**src/rtl/lsu_stage_if.sv**
```systemverilog
// Data-memory port of the load/store stage: single-outstanding req/ack bus.
interface lsu_stage_if;
    logic        o_dmem_req;
    logic        o_dmem_we;
    logic [31:0] o_dmem_addr;
    logic [3:0]  o_dmem_be;
    logic [31:0] o_dmem_wdata;
    logic        i_dmem_ack;
    logic [31:0] i_dmem_rdata;

    modport master (
        output o_dmem_req,
        output o_dmem_we,
        output o_dmem_addr,
        output o_dmem_be,
        output o_dmem_wdata,
        input  i_dmem_ack,
        input  i_dmem_rdata
    );

    modport slave (
        input  o_dmem_req,
        input  o_dmem_we,
        input  o_dmem_addr,
        input  o_dmem_be,
        input  o_dmem_wdata,
        output i_dmem_ack,
        output i_dmem_rdata
    );
endinterface

```
**src/rtl/lsu_stage.sv**
```systemverilog
// Load/store execution stage: effective-address generation, one outstanding
// data-memory transaction, load-data formatting and LSU exception reporting.
module lsu_stage #(
    parameter int unsigned ACK_TIMEOUT = 255
) (
    input  logic        clk,
    input  logic        rst,
    input  logic        i_flush,
    input  logic        i_valid,
    input  logic        i_is_store,
    input  logic [2:0]  i_funct3,
    input  logic [4:0]  i_rd,
    input  logic [31:0] i_imm,
    input  logic [31:0] i_addr_base,
    input  logic [31:0] i_store_data,
    input  logic [31:0] i_pc,
    output logic        o_stall,
    lsu_stage_if.master dmem,
    output logic        o_wb_valid,
    output logic [4:0]  o_wb_rd,
    output logic [31:0] o_wb_data,
    output logic        o_fwd_valid,
    output logic        o_exc_valid,
    output logic [1:0]  o_exc_cause,
    output logic [31:0] o_exc_pc,
    output logic [31:0] o_exc_addr
);

    localparam logic [15:0] TIMEOUT = 16'(ACK_TIMEOUT);

    typedef enum logic [1:0] {
        IDLE,
        REQ,
        RESP,
        EXC
    } state_t;

    state_t      state_q, state_d;
    logic        accept;

    logic        st_q;
    logic [2:0]  f3_q;
    logic [4:0]  rd_q;
    logic [31:0] ea_q;
    logic [3:0]  be_q;
    logic [31:0] wdata_q;
    logic [31:0] pc_q;
    logic [15:0] cnt_q;
    logic        discard_q;
    logic [1:0]  cause_q;
    logic [31:0] ld_data_q;

    logic [31:0] ea;
    logic        illegal;
    logic        misaligned;
    logic [3:0]  be_d;
    logic [31:0] wdata_d;

    function automatic logic [31:0] load_format(input logic [2:0]  f3,
                                                input logic [1:0]  off,
                                                input logic [31:0] word);
        logic [31:0] shifted;
        logic [7:0]  b;
        logic [15:0] h;
        shifted = word >> {off, 3'b000};
        b = shifted[7:0];
        h = off[1] ? word[31:16] : word[15:0];
        case (f3)
            3'd0:    load_format = {{24{b[7]}}, b};
            3'd4:    load_format = {24'h0, b};
            3'd1:    load_format = {{16{h[15]}}, h};
            3'd5:    load_format = {16'h0, h};
            default: load_format = word;
        endcase
    endfunction

    // Decode of the op presented by issue: address, legality, lanes.
    always_comb begin
        ea = i_addr_base + i_imm;
        if (i_is_store) illegal = (i_funct3 >= 3'd3);
        else            illegal = (i_funct3 == 3'd3) || (i_funct3 == 3'd6) || (i_funct3 == 3'd7);
        misaligned = ((i_funct3[1:0] == 2'b01) && ea[0]) ||
                     ((i_funct3[1:0] == 2'b10) && (ea[1:0] != 2'b00));
        case (i_funct3[1:0])
            2'b00: begin
                be_d    = 4'b0001 << ea[1:0];
                wdata_d = {4{i_store_data[7:0]}};
            end
            2'b01: begin
                be_d    = 4'b0011 << ea[1:0];
                wdata_d = {2{i_store_data[15:0]}};
            end
            default: begin
                be_d    = 4'hF;
                wdata_d = i_store_data;
            end
        endcase
    end

    // State register.
    always_ff @(posedge clk) begin
        if (rst) state_q <= IDLE;
        else     state_q <= state_d;
    end

    // Next-state and output decode; all outputs are gated to zero outside
    // the state that owns them so reset and idle present an all-zero port.
    always_comb begin
        state_d           = state_q;
        accept            = 1'b0;
        o_stall           = (state_q != IDLE);
        dmem.o_dmem_req   = 1'b0;
        dmem.o_dmem_we    = 1'b0;
        dmem.o_dmem_addr  = '0;
        dmem.o_dmem_be    = '0;
        dmem.o_dmem_wdata = '0;
        o_wb_valid        = 1'b0;
        o_exc_valid       = 1'b0;
        case (state_q)
            IDLE: begin
                if (i_valid && !i_flush) begin
                    accept  = 1'b1;
                    state_d = (illegal || misaligned) ? EXC : REQ;
                end
            end
            REQ: begin
                dmem.o_dmem_req   = 1'b1;
                dmem.o_dmem_we    = st_q;
                dmem.o_dmem_addr  = {ea_q[31:2], 2'b00};
                dmem.o_dmem_be    = be_q;
                dmem.o_dmem_wdata = wdata_q;
                if (dmem.i_dmem_ack)      state_d = st_q ? IDLE : RESP;
                else if (cnt_q == TIMEOUT) state_d = EXC;
            end
            RESP: begin
                o_wb_valid = !discard_q && !i_flush;
                state_d    = IDLE;
            end
            EXC: begin
                // A flushed op that later times out is squashed as well.
                o_exc_valid = !discard_q && !i_flush;
                state_d     = IDLE;
            end
            default: state_d = IDLE;
        endcase
        o_wb_rd     = o_wb_valid ? rd_q : '0;
        o_wb_data   = o_wb_valid ? ld_data_q : '0;
        o_fwd_valid = o_wb_valid && (rd_q != 5'd0);
        o_exc_cause = o_exc_valid ? cause_q : '0;
        o_exc_pc    = o_exc_valid ? pc_q : '0;
        o_exc_addr  = o_exc_valid ? ea_q : '0;
    end

    // Op capture at accept, timeout counting, flush tracking and load capture.
    always_ff @(posedge clk) begin
        if (rst) begin
            st_q      <= 1'b0;
            f3_q      <= '0;
            rd_q      <= '0;
            ea_q      <= '0;
            be_q      <= '0;
            wdata_q   <= '0;
            pc_q      <= '0;
            cnt_q     <= '0;
            discard_q <= 1'b0;
            cause_q   <= '0;
            ld_data_q <= '0;
        end else begin
            if (accept) begin
                st_q      <= i_is_store;
                f3_q      <= i_funct3;
                rd_q      <= i_rd;
                ea_q      <= ea;
                be_q      <= be_d;
                wdata_q   <= wdata_d;
                pc_q      <= i_pc;
                cnt_q     <= '0;
                discard_q <= 1'b0;
                cause_q   <= illegal ? 2'd2 : 2'd0;
            end
            if (state_q == REQ) begin
                if (i_flush) discard_q <= 1'b1;
                if (dmem.i_dmem_ack) begin
                    ld_data_q <= load_format(f3_q, ea_q[1:0], dmem.i_dmem_rdata);
                end else begin
                    cnt_q <= cnt_q + 16'd1;
                    if (cnt_q == TIMEOUT) cause_q <= 2'd1;
                end
            end
        end
    end

endmodule

```
**src/flat_wrapper.sv**
```systemverilog
// flat-port wrapper written by rule: the top's interface ports become plain ports
module lsu_stage_flat 
#(
    parameter int unsigned ACK_TIMEOUT = 255
)
  (clk, rst, i_flush, i_valid, i_is_store, i_funct3, i_rd, i_imm, i_addr_base, i_store_data, i_pc, o_stall, o_wb_valid, o_wb_rd, o_wb_data, o_fwd_valid, o_exc_valid, o_exc_cause, o_exc_pc, o_exc_addr, dmem_o_dmem_req, dmem_o_dmem_we, dmem_o_dmem_addr, dmem_o_dmem_be, dmem_o_dmem_wdata, dmem_i_dmem_ack, dmem_i_dmem_rdata);
  lsu_stage_if dmem_i ();
  input  logic clk;
  input  logic rst;
  input  logic i_flush;
  input  logic i_valid;
  input  logic i_is_store;
  input  logic [2:0] i_funct3;
  input  logic [4:0] i_rd;
  input  logic [31:0] i_imm;
  input  logic [31:0] i_addr_base;
  input  logic [31:0] i_store_data;
  input  logic [31:0] i_pc;
  output logic o_stall;
  output logic o_wb_valid;
  output logic [4:0] o_wb_rd;
  output logic [31:0] o_wb_data;
  output logic o_fwd_valid;
  output logic o_exc_valid;
  output logic [1:0] o_exc_cause;
  output logic [31:0] o_exc_pc;
  output logic [31:0] o_exc_addr;
  output wire logic [$bits(dmem_i.o_dmem_req)-1:0] dmem_o_dmem_req;
  output wire logic [$bits(dmem_i.o_dmem_we)-1:0] dmem_o_dmem_we;
  output wire logic [$bits(dmem_i.o_dmem_addr)-1:0] dmem_o_dmem_addr;
  output wire logic [$bits(dmem_i.o_dmem_be)-1:0] dmem_o_dmem_be;
  output wire logic [$bits(dmem_i.o_dmem_wdata)-1:0] dmem_o_dmem_wdata;
  input wire logic [$bits(dmem_i.i_dmem_ack)-1:0] dmem_i_dmem_ack;
  input wire logic [$bits(dmem_i.i_dmem_rdata)-1:0] dmem_i_dmem_rdata;
  assign dmem_o_dmem_req = dmem_i.o_dmem_req;
  assign dmem_o_dmem_we = dmem_i.o_dmem_we;
  assign dmem_o_dmem_addr = dmem_i.o_dmem_addr;
  assign dmem_o_dmem_be = dmem_i.o_dmem_be;
  assign dmem_o_dmem_wdata = dmem_i.o_dmem_wdata;
  assign dmem_i.i_dmem_ack = dmem_i_dmem_ack;
  assign dmem_i.i_dmem_rdata = dmem_i_dmem_rdata;
  lsu_stage #(.ACK_TIMEOUT(ACK_TIMEOUT)) u_core (.clk(clk), .rst(rst), .i_flush(i_flush), .i_valid(i_valid), .i_is_store(i_is_store), .i_funct3(i_funct3), .i_rd(i_rd), .i_imm(i_imm), .i_addr_base(i_addr_base), .i_store_data(i_store_data), .i_pc(i_pc), .o_stall(o_stall), .dmem(dmem_i), .o_wb_valid(o_wb_valid), .o_wb_rd(o_wb_rd), .o_wb_data(o_wb_data), .o_fwd_valid(o_fwd_valid), .o_exc_valid(o_exc_valid), .o_exc_cause(o_exc_cause), .o_exc_pc(o_exc_pc), .o_exc_addr(o_exc_addr));
endmodule
```
**config.mk**
```make
export PLATFORM = sky130hd
export DESIGN_NAME = lsu_stage_flat
export DESIGN_NICKNAME = d
export VERILOG_FILES = /design/src/rtl/lsu_stage_if.sv /design/src/rtl/lsu_stage.sv /design/src/flat_wrapper.sv
export SDC_FILE = /design/constraint.sdc
export NUM_CORES = 1
export LEC_CHECK = 0
export BUFFER_PORTS_ARGS = -buffer_cell sky130_fd_sc_hd__buf_2
export CAP_MARGIN = 5
export CORE_MARGIN = 4
export CORE_UTILIZATION = 50
export CTS_BUF_LIST = sky130_fd_sc_hd__clkbuf_4
export CTS_CLUSTER_DIAMETER = 120
export DETAILED_ROUTE_END_ITERATION = 12
export PLACE_DENSITY = 0.81
export SYNTH_ARGS = -nofsm -noshare
export SYNTH_HDL_FRONTEND = slang
export SYNTH_SLANG_ARGS = --single-unit
```
**constraint.sdc**
```tcl
create_clock -name clk -period 4.6 [get_ports clk]
set_clock_uncertainty 0.05 [all_clocks]
set_input_delay 0.69 -clock clk [delete_from_list [all_inputs] [get_ports clk]]
set_output_delay 0.69 -clock clk [all_outputs]
set_load 0.02 [all_outputs]
```
After elaboration in Yosys (flattened, before gate mapping). Index checks and enable logic that the tools add are counted.

Input bits: 174. Bits in registers: 162.

Shifts and indexed selects: 3. Magnitude comparators: 1. $add $sub $neg: 2. Eq/ne operators: 14. Reductions and logical operators: 20. Muxes and demuxes: 36.

Operator list (count): $mux W32 (5); $pmux W32 S4 (1); $mux W16 (4); $pmux W32 S2 (1); $add A32 B32 Y32 (1); $shr A32 B5 Y8 (1); $mux W2 (11); $add A16 B1 Y16 const B (1); $eq A16 B8 Y1 const B (1); $eq A3 B3 Y1 const B (4); $mux W1 (10); $pmux W4 S2 (1); $eq A2 B2 Y1 const B (3); $pmux W2 S3 (1); $logic_and A1 B1 Y1 (5); $mux W5 (1); $reduce_bool A5 Y1 (1); $eq A2 B1 Y1 const B (2); $logic_not A2 Y1 (2); $logic_or A1 B1 Y1 (4); $mux W4 (1); $reduce_and A2 Y1 (2); $reduce_bool A2 Y1 (2); $shl A1 B2 Y4 const A (1); 9 further kinds (10).

Longest topological paths before layout. Gate-level depths: netlist of run 1.

Depth in word-level cells: 9. Gate-level depth with buffers: 10. Gate-level depth less buffers: 10.

Least setup slack after synthesis of run 1. OpenSTA, ideal clock, no wires.

Kind: input to register. Start: input i_imm[15]. End: register u_core.ea_q[28]. Slack: 1.729 ns. Buffers on the path: 1. Stages: 9. Arrival time: 2.747 ns. Setup time: 0.074 ns. Cell sequence: ha_1 -> buf_4 -> and4_1 -> and2_0 -> a22o_1 -> o21a_1 -> or3b_1 -> or3_1 -> a31oi_1.

Cells in the longest elaborated chain, start to end: 1.

RTL lines: from (decl) (line flat_wrapper.sv:15) `input logic [31:0] i_imm;`; $add A32 B32 Y32 (line lsu_stage.sv:79) `ea = i_addr_base + i_imm;`; to (signal assigned) (line lsu_stage.sv:160) `ea_q <= '0;`; to (signal assigned) (line lsu_stage.sv:173) `ea_q <= ea;`; to (decl) (line lsu_stage.sv:44) `logic [31:0] ea_q;`.

Every way passes these cells. A chain may end at the register's enable or synchronous reset.

Worst setup path in the final report of run 1.
Start: register u_core.state_q[0]. End: output dmem_o_dmem_wdata[8].

Cells in the longest elaborated chain, start to end: 2.

RTL lines: from (decl) (line lsu_stage.sv:38) `state_t state_q, state_d;`; from (signal assigned) (line lsu_stage.sv:103) `else state_q <= state_d;`; $eq A2 B1 Y1 (line lsu_stage.sv:119) `case (state_q)`; $mux W32 (line lsu_stage.sv:119); to (decl) (line flat_wrapper.sv:32) `output wire logic [$bits(dmem_i.o_dmem_wdata)-1:0] dmem_o_dmem_wdata;`.

Every way passes these cells.

==> results of run 1 <==
==> path summary, 6_finish.rpt <==
| path | from | endpoint | slack [ns] | cells after the start |
|---|---|---|---|---|
| worst max-delay path | u_core.state_q[0]$_SDFFE_PP0P_ | dmem_o_dmem_wdata[8] | 1.61 | 5 |
| worst min-delay path | i_pc[5] | u_core.pc_q[5]$_SDFFE_PP0P_ | 0.29 | 3 |
| worst max register to register | u_core.state_q[0]$_SDFFE_PP0P_ | u_core.ea_q[2]$_SDFFE_PP0P_ | 2.24 | 6 |
| worst min register to register | u_core.wdata_q[0]$_SDFFE_PP0P_ | u_core.wdata_q[0]$_SDFFE_PP0P_ | 0.41 | 2 |
==> registers in the layout, summed over array words and instances, names as in the netlist <==
| signal | count |
|---|---|
| u_core.st_q | 1 |
| u_core.f3_q | 3 |
| u_core.ld_data_q | 32 |
| u_core.be_q | 4 |
| u_core.discard_q | 1 |
| u_core.pc_q | 32 |
| u_core.ea_q | 32 |
| u_core.wdata_q | 32 |
| u_core.state_q | 2 |
| u_core.cause_q | 2 |
| u_core.rd_q | 5 |
| u_core.cnt_q | 16 |
==> synthesized netlist by cell type, types with 19 or more instances <==
library cell / number / area, µm²
mux2i_1: 28 / 280
nand2_1: 231 / 867
and2_1: 172 / 1080
nand3_1: 19 / 95.1
a21oi_1: 134 / 671
dfxtp_1: 162 / 3240
clkbuf_1: 76 / 285
nor3_1: 22 / 110
nor2_1: 71 / 267
o21ai_0: 49 / 245
a211oi_1: 27 / 203
ha_1: 32 / 400
==> tightest hold or removal path: cells and delay by family <==
family                 cells  cell delay (ns)
and+or+nand+nor            1             0.04
buffers and inverters      1             0.10
AOI/OAI and AO/OA          1             0.05
==> power groups by stage <==
| stage | registers (mW) | clock network [mW] | logic, mW |
|---|---|---|---|
| after global placement | 1.55 | 0 | 0.646 |
| after global routing | 1.53 | 1.02 | 0.740 |
| after detailed placement | 1.55 | 0 | 0.659 |
| final | 1.52 | 0.948 | 0.667 |
| after CTS | 1.52 | 0.972 | 0.662 |
| after floorplan | 1.54 | 0 | 0.455 |
==> routing by layer <==
layer / up-vias / GRT usage / routed length (µm)
met4: 2 / 0.0927 / 789
met1: 4653 / 0.341 / 12700
met2: 378 / 0.442 / 14400
li1: 4962 / - / -
met3: 61 / 0.0447 / 1900
met5: - / 0 / 13
==> cell usage in the layout, fill, tap and decap left out, drive strengths merged, types with 9 or more instances in the layout <==
master	instances
mux4	10
a21o	15
ha	32
and2	175
xnor2	11
or3	12
mux2i	28
a21oi	135
clkbuf	18
nor2	71
nand4	10
o221ai	10
nand3	19
dfxtp	162
inv	21
o21ai	58
nor3	23
or2	10
a311oi	9
buf	361
nand2	231
a211oi	28
nor2b	9
==> per-stage QoR <==
stage,cells,util,total power [mW]
finish,1830,0.625,3.14
global route,1830,0.625,3.30
CTS,1829,0.625,3.16
detailed placement,1797,0.609,2.21
global placement,1797,0.609,2.20
floorplan,1271,-,1.99
==> kinds of logic (layout without fill, tap and decap cells) <==
group                    count (synthesis)  in the layout  share of synthesized area
other                                    1              3                   0.000390
multiplexers                            42             42                     0.0572
flip-flops                             162            162                      0.337
adder cells (fa/ha/maj)                 33             33                     0.0437
AND/OR/NAND/NOR                        595            595                      0.307
buffers and inverters                  112            410                     0.0454
XOR/XNOR                                16             16                     0.0146
AO/OA/AOI/OAI                          309            309                      0.194
==> final cells by class <==
class                   count  share of cell area
clock buffers              18              0.0115
multi-input cells         997               0.507
well taps                 260              0.0276
repair buffers            361               0.157
inverters                  17             0.00542
flip-flops and latches    162               0.275
clock inverters            14              0.0152
diodes                      1            0.000212
==> metrics.txt, run 1 <==
Worst-path clk slew between 0.15 and 0.2 ns; Initial Util 0.511; PortBufs 348; Initial DRT Pass Iterations 6; Seq/Total Area, Yosys 0.337; cell family with most CP delay buffers and inverters; fin nets 1763; post-CTS sizing 0; GP Congestion 0.879; Reg area 3240 µm²; vias in the first global route approximately 9400; Tmin final around 3.0 ns; status complete, no violations; Place WS ~1.3 ns; final hold slack around 0.29 ns; worst-path fanout max 70; WP buf/inv 3; Int Pwr roughly 2.1 mW; DP HPWL about 22000 µm; final setup vio count 0; Num CTS Buffers 17; yosys warns 0; io pins 351; final WL about 30000 µm; core area about 19000 µm²; initial antenna violation count 2; total gr overflow 0; Max VDD drop 0.134 mV; fillers between 1500 and 2000; Rows 50; DRT iter0 DRCs approximately 610; Max Cap Violations 0; Seq pwr share 0.486; slowest CP cell buf_4; Total GRT Usage 0.263; combinational share of power 0.212; Max-slew headroom 0.306; crit share post-route 0.650; setup slack after layout roughly 1.6 ns; syn avg cell area 7.57 µm²; #FFs+latches synth 162; crit start category flop; max-slew violations 0; largest net degree at the start of global routing roughly 100; DP Area 11500 µm²; Critical Path End Type output pin; vias between 10000 and 15000; # hold bufs at CTS 0; Fmax approximately 0.33 GHz; CP arrival ~2.3 ns; DIE HEIGHT around 150 µm; Die X approximately 150 µm; DRC viols 0; vias per cell roughly 5.5; setup TNS 0 ns; worst hold path class in2reg; Final Cell Area 11800 µm²; clock power share 0.302; main flop type after synthesis dfxtp_1; EDFF count, synth 0; first-pass GRT wire length approximately 47000 µm; leakage 5.38 nW; Root Driver clkbuf_4; multi-input gate area in the final layout 5970 µm²; RSZ-0062 raised after global routing false; post-synthesis cell type count ~70; Worst Path Required a little under 4 ns; clk sinks approximately 160; Worst path max stage delay 0.52 ns; clk buf depth 2; synth-to-layout area growth 22.4%; Cells after Synth about 1300; die area between 20000 and 25000 µm²; Skew-Pair Late Insertion Delay ~0.54 ns; routed len/inst about 16 µm; post-CTS setup repair buffer count 0; post-synthesis async set-or-reset flop share 0; PD cells about 270 nW/µm²; Antenna Nets Post-Route 0; Sw Share 0.319; Worst-Margin Slew around 1.0 ns; share of cells above drive strength 1 0.266; kind of critical path reg2out; CP Cell Sequence nand2b_1, inv_2, buf_4, and2_1, buf_2; area of the mapped netlist 9620 µm²; number of H-tree levels 4; P_sw approximately 1.0 mW; Final Hold Viols 0; TritonCTS clock tree done
Note: power is estimated with default switching activity, not from simulation.
==> inputs of run 2 (changes only) <==
CORE_UTILIZATION = 47   (was 50)
PLACE_DENSITY = 0.8   (was 0.81)
clock period = 2.5 ns   (was 4.6 ns; I/O delays follow)
==> run 2 against run 1 <==
  * Wire length rose by 12%
  * Clock power is 67% higher
  * Largest power group unchanged
  * Critical path depth unchanged
  * Setup slack got worse by 1.6 ns
  * Final cell count grew 7.0%
  * Global-route usage is 0.49 points higher
  * Final area rose by 11%
==> metrics.txt, run 2 (synthesis gave the netlist of run 1 again) <==
vias per cell 5.52; share of cells above drive strength 1 0.293; Num CTS Buffers 17; clk buf depth 2; Tmin final about 2.5 ns; PortBufs 348; kind of critical path reg2out; io pins 351; worst hold path class in2reg; total gr overflow 0; DRT iter0 DRCs a little over 800; RSZ-0062 raised after global routing true; setup slack after layout roughly 0.025 ns; Root Driver clkbuf_4; TritonCTS clock tree done; Place WS -0.276 ns; Max-slew headroom 0.540; Worst Path Required between 2 and 2.5 ns; vias in the first global route about 10000; Rows 52; Initial Util 0.477; WL met1 ~14000 µm; Pwr Total 5.85 mW; commonest non-fill, non-tap cell in the layout buf_2; final WL between 30000 and 40000 µm; Max VDD drop 0.307 mV; Critical Path End Type output pin; Worst-Margin Slew between 0.6 and 0.7 ns; vias around 11000; Antenna Nets Post-Route 0; Fmax 0.404 GHz; Die X 151 µm; Max Cap Violations 0; Total GRT Usage 0.268; DRC viols 0; max-slew violations 0; GP Congestion 0.929; largest net degree at the start of global routing 140; first-pass GRT wire length between 40000 and 50000 µm; status complete, no violations; final setup vio count 0; clk sinks 162; Final Hold Viols 0; Worst-path clk slew 0.13 ns; worst-path fanout max 11; highest routed layer met5; DIE HEIGHT 151 µm; fin nets about 1900; leakage roughly 6.0 nW; Skew-Pair Late Insertion Delay between 0.5 and 0.6 ns; PD cells 448 nW/µm²; die area about 23000 µm²; number of H-tree levels 4; core area about 20000 µm²; crit start category flop; CP arrival around 2.1 ns; crit share post-route 0.990; Initial DRT Pass Iterations 7; routed len/inst roughly 17 µm; initial antenna violation count 3; DR WL met2 roughly 16000 µm; DP HPWL between 20000 and 25000 µm; synth-to-layout area growth 35.7%; met3 routed WL between 2000 and 3000 µm; commonest non-fill, non-tap cells in the layout buf_2 (316), nand2_1 (231), and2_1 (168), dfxtp_1 (161), a21oi_1 (133); fillers around 1700
-- run 2: changes by cell type in the layout (fill, tap and decap cells not counted), moves of 2 or more --
cell / delta
and2_1: -5
bufinv_16: -2
buf_12: +5
buf_6: +10
buf_4: +79
inv_6: +3
buf_2: -31
and2_4: +4
dlygate4sd3_1: +51
clkbuf_16: +2
clkinv_1: -2
-- run 2: final cells by class --
class	instances	area (µm²)	share of cell area
clock inverters	14	146	0.0112
repair buffers	479	3110	0.238
clock buffers	18	135	0.0103
inverters	17	71.3	0.00546
multi-input cells	997	6010	0.460
flip-flops and latches	162	3250	0.249
diodes	2	5.00	0.000383
well taps	270	338	0.0259
-- run 2: final timing paths --
check,slack [ns],endpoint,start,cells past startpoint
setup / recovery,0.03,o_exc_pc[12],u_core.state_q[0]$_SDFFE_PP0P_,5
hold / removal,0.06,u_core.ld_data_q[30]$_SDFFE_PP0P_,dmem_i_dmem_rdata[30],3
setup reg to reg,0.41,u_core.cnt_q[14]$_SDFF_PP0_,u_core.cnt_q[0]$_SDFF_PP0_,7
hold reg to reg,0.41,u_core.pc_q[10]$_SDFFE_PP0P_,u_core.pc_q[10]$_SDFFE_PP0P_,2
-- run 2: power breakdown --
group / internal (mW) / switching [mW] / leakage [nW]
clock network: 0.540 / 1.04 / 0.151
registers: 2.72 / 0.0963 / 1.32
logic: 0.658 / 0.796 / 4.48
total: 3.92 / 1.93 / 5.95
-- run 2: timing repair --
action / 4_1_cts / 5_1_grt
gates resized for setup: 3 / 57
hold buffers: 50 / 1
buffers inserted: 0 / 3
pin swaps: 0 / 1
gates cloned: 0 / 3
hold endpoints to repair: 50 / 1
endpoints found under the setup margin: 81 / 119
-- run 2: layer usage --
metal  GRT usage  up-vias
met5           0        -
met3      0.0464      102
met4       0.102        4
li1            -     5194
met2       0.447      510
met1       0.346     5005
-- run 2: worst max-delay path, stage by stage, from the launching register on --
cell and delay [ns]:
dfxtp_4 0.40, nor4bb_4 0.41, buf_4 0.23, clkbuf_16 0.17, and2_1 0.17, buf_6 0.13
-- run 2: metrics by stage --
stage	hold WS [ns]	utilization	setup TNS (ns)	cell area, µm²	cells
after floorplan	0.382	-	0	9650	1271
after global placement	0.386	0.595	-1.21	12000	1868
after detailed placement	0.392	0.595	-1.67	12000	1868
after CTS	0.000104	0.634	0	12800	1950
after global routing	0.00484	0.647	-2.64	13100	1958
final	0.0640	0.647	0	13100	1959
==> inputs of run 3 (changes only) <==
clock period = 2.1 ns   (was 2.5 ns; I/O delays follow)
==> run 3 against run 2 <==
  * The flow now finishes with violations (setup timing)
  * Register-to-register slack worse by 0.37 ns
  * Core utilization grew 10 points
  * Hold slack got worse by 0.024 ns
  * Die area is the same
  * Final cell count up 3.7%
  * Flip-flop and latch count is the same
  * Setup slack lost 0.28 ns
==> metrics.txt, run 3 (synthesis gave the netlist of run 1 again) <==
leakage between 6 and 7 nW; worst-path fanout max 18; P_sw between 2 and 3 mW; combinational share of power 0.276; Worst Path Required roughly 1.7 ns; die area 22800 µm²; Fmax ~0.42 GHz; CP startpoint u_core.discard_q$_SDFF_PP0_; crit start category flop; vias between 10000 and 15000; DIE HEIGHT approximately 150 µm; vias in the first global route ~11000; TritonCTS clock tree done; Critical Path End Type output pin; largest net degree at the start of global routing 123; kind of critical path reg2out; Max Cap Violations 0; Max-slew headroom 0.575; Die X between 150 and 200 µm; clock power share 0.278; Final Hold Viols 0; DRC viols 0; core area around 20000 µm²; first-pass GRT wire length 58600 µm; failing checks setup timing; r2r startpoint u_core.state_q[0]$_SDFFE_PP0P_; Initial Util 0.477; total gr overflow 0; DRT iter0 DRCs 1140; Antenna Nets Post-Route 0; status finished, violations left; Final Cell Area ~15000 µm²; commonest non-fill, non-tap cells in the layout nand2_1 (231), buf_2 (218), dfxtp_1 (159), a21oi_1 (130), buf_6 (130); Sw Share 0.338; Worst-path clk slew 0.18 ns; Num CTS Buffers 17; placed cells 1889; synth-to-layout area growth 57.1%; Root Driver clkbuf_4; fin nets a little under 2000; Skew-Pair Late Insertion Delay roughly 0.6 ns; number of H-tree levels 4; PortBufs around 350; Worst-Margin Slew roughly 0.64 ns; worst hold path class in2reg; clk buf depth 2; clk sinks about 160; Initial DRT Pass Iterations 6; Total GRT Usage 0.321; DP HPWL roughly 24000 µm; vias per cell slightly below 6; routed len/inst 20.1 µm; initial antenna violation count 2; Int Pwr roughly 5 mW; PD cells between 500 and 600 nW/µm²; DP Area 12300 µm²; Max VDD drop 0.384 mV; final setup vio count between 150 and 200; Hold Startpoint dmem_i_dmem_rdata[0]; RSZ-0062 raised after global routing true; GP Congestion between 0.9 and 1; max-slew violations 0; Final Instance Count excl. Fillers just over 2000; Seq pwr share 0.446; final WL 40900 µm; Tmin final between 2 and 2.5 ns; share of cells above drive strength 1 0.369; io pins roughly 350; crit share post-route 1.12; CP arrival ~2.0 ns; setup slack after layout -0.259 ns; commonest non-fill, non-tap cell in the layout nand2_1; Rows 52
[run 3: changes by cell type in the layout (fill, tap and decap cells not counted), moves of 6 or more]
| cell | delta |
|---|---|
| buf_12 | +6 |
| buf_2 | -98 |
| and2_1 | -83 |
| and2_4 | +83 |
| buf_6 | +120 |
| dlygate4sd3_1 | +31 |
| ha_1 | -9 |
| ha_4 | +9 |
[run 3: layout make-up]
type                            count  area (µm²)
Tap cell                          270         338
Fill cell                        1342        5060
Inverter                           17        76.3
Clock buffer                       17         128
Antenna cell                        2        5.00
Timing Repair inverter              1        11.3
Multi-Input combinational cell    997        6440
Timing Repair Buffer              550        4660
Clock inverter                     15         194
Sequential cell                   162        3250
[run 3: what timing repair did]
action                                  in CTS  in global routing
pin swaps                                    3                 19
gates cloned                                 9                  4
endpoints found under the setup margin     174                203
endpoints found under the hold margin       82                  0
hold buffers                                82                  0
buffers inserted                             8                  5
gates resized for setup                    241                147
[run 3: per-layer routing]
metal | wire (µm) | global-route usage
met4 | 2350 | 0.154
met3 | 3780 | 0.0718
met5 | 0 | 0
met2 | 20100 | 0.557
met1 | 14600 | 0.375
[run 3: worst max-delay path, cell delays in order (launching register included)]
cell,delay [ns]
dfxtp_4,0.40
nor4bb_4,0.27
buf_6,0.15
buf_6,0.13
buf_12,0.16
and2_4,0.18
buf_6,0.13
[run 3: final timing paths]
path / to / slack [ns] / cells after the start
hold / removal: u_core.ld_data_q[0]$_SDFFE_PP0P_ / 0.04 / 3
setup reg to reg: u_core.ea_q[2]$_SDFFE_PP0P_ / 0.04 / 7
hold reg to reg: u_core.ld_data_q[11]$_SDFFE_PP0P_ / 0.41 / 2
setup / recovery: o_exc_pc[7] / -0.26 / 6
[run 3: through the flow]
step            util  power [mW]  setup slack (ns)  hold slack, ns  setup TNS [ns]
6_report       0.749        7.56            -0.259          0.0401          -27.23
5_1_grt        0.749        7.86            -0.354          0.0107          -44.61
4_1_cts        0.719        7.37            -0.240         0.00266          -30.13
3_5_place_dp   0.611        5.10            -0.573           0.392           -7.34
3_3_place_gp   0.611        5.06            -0.529           0.387           -6.02
2_1_floorplan      -        4.41            -0.289           0.382           -1.55
[run 3: power by group through the flow]
stage	Combinational [mW]	Sequential, mW	Clock, mW
after floorplan	1.04	3.36	0
after global placement	1.66	3.40	0
after detailed placement	1.69	3.41	0
after CTS	1.93	3.34	2.10
after global routing	2.24	3.38	2.24
final	2.09	3.37	2.10
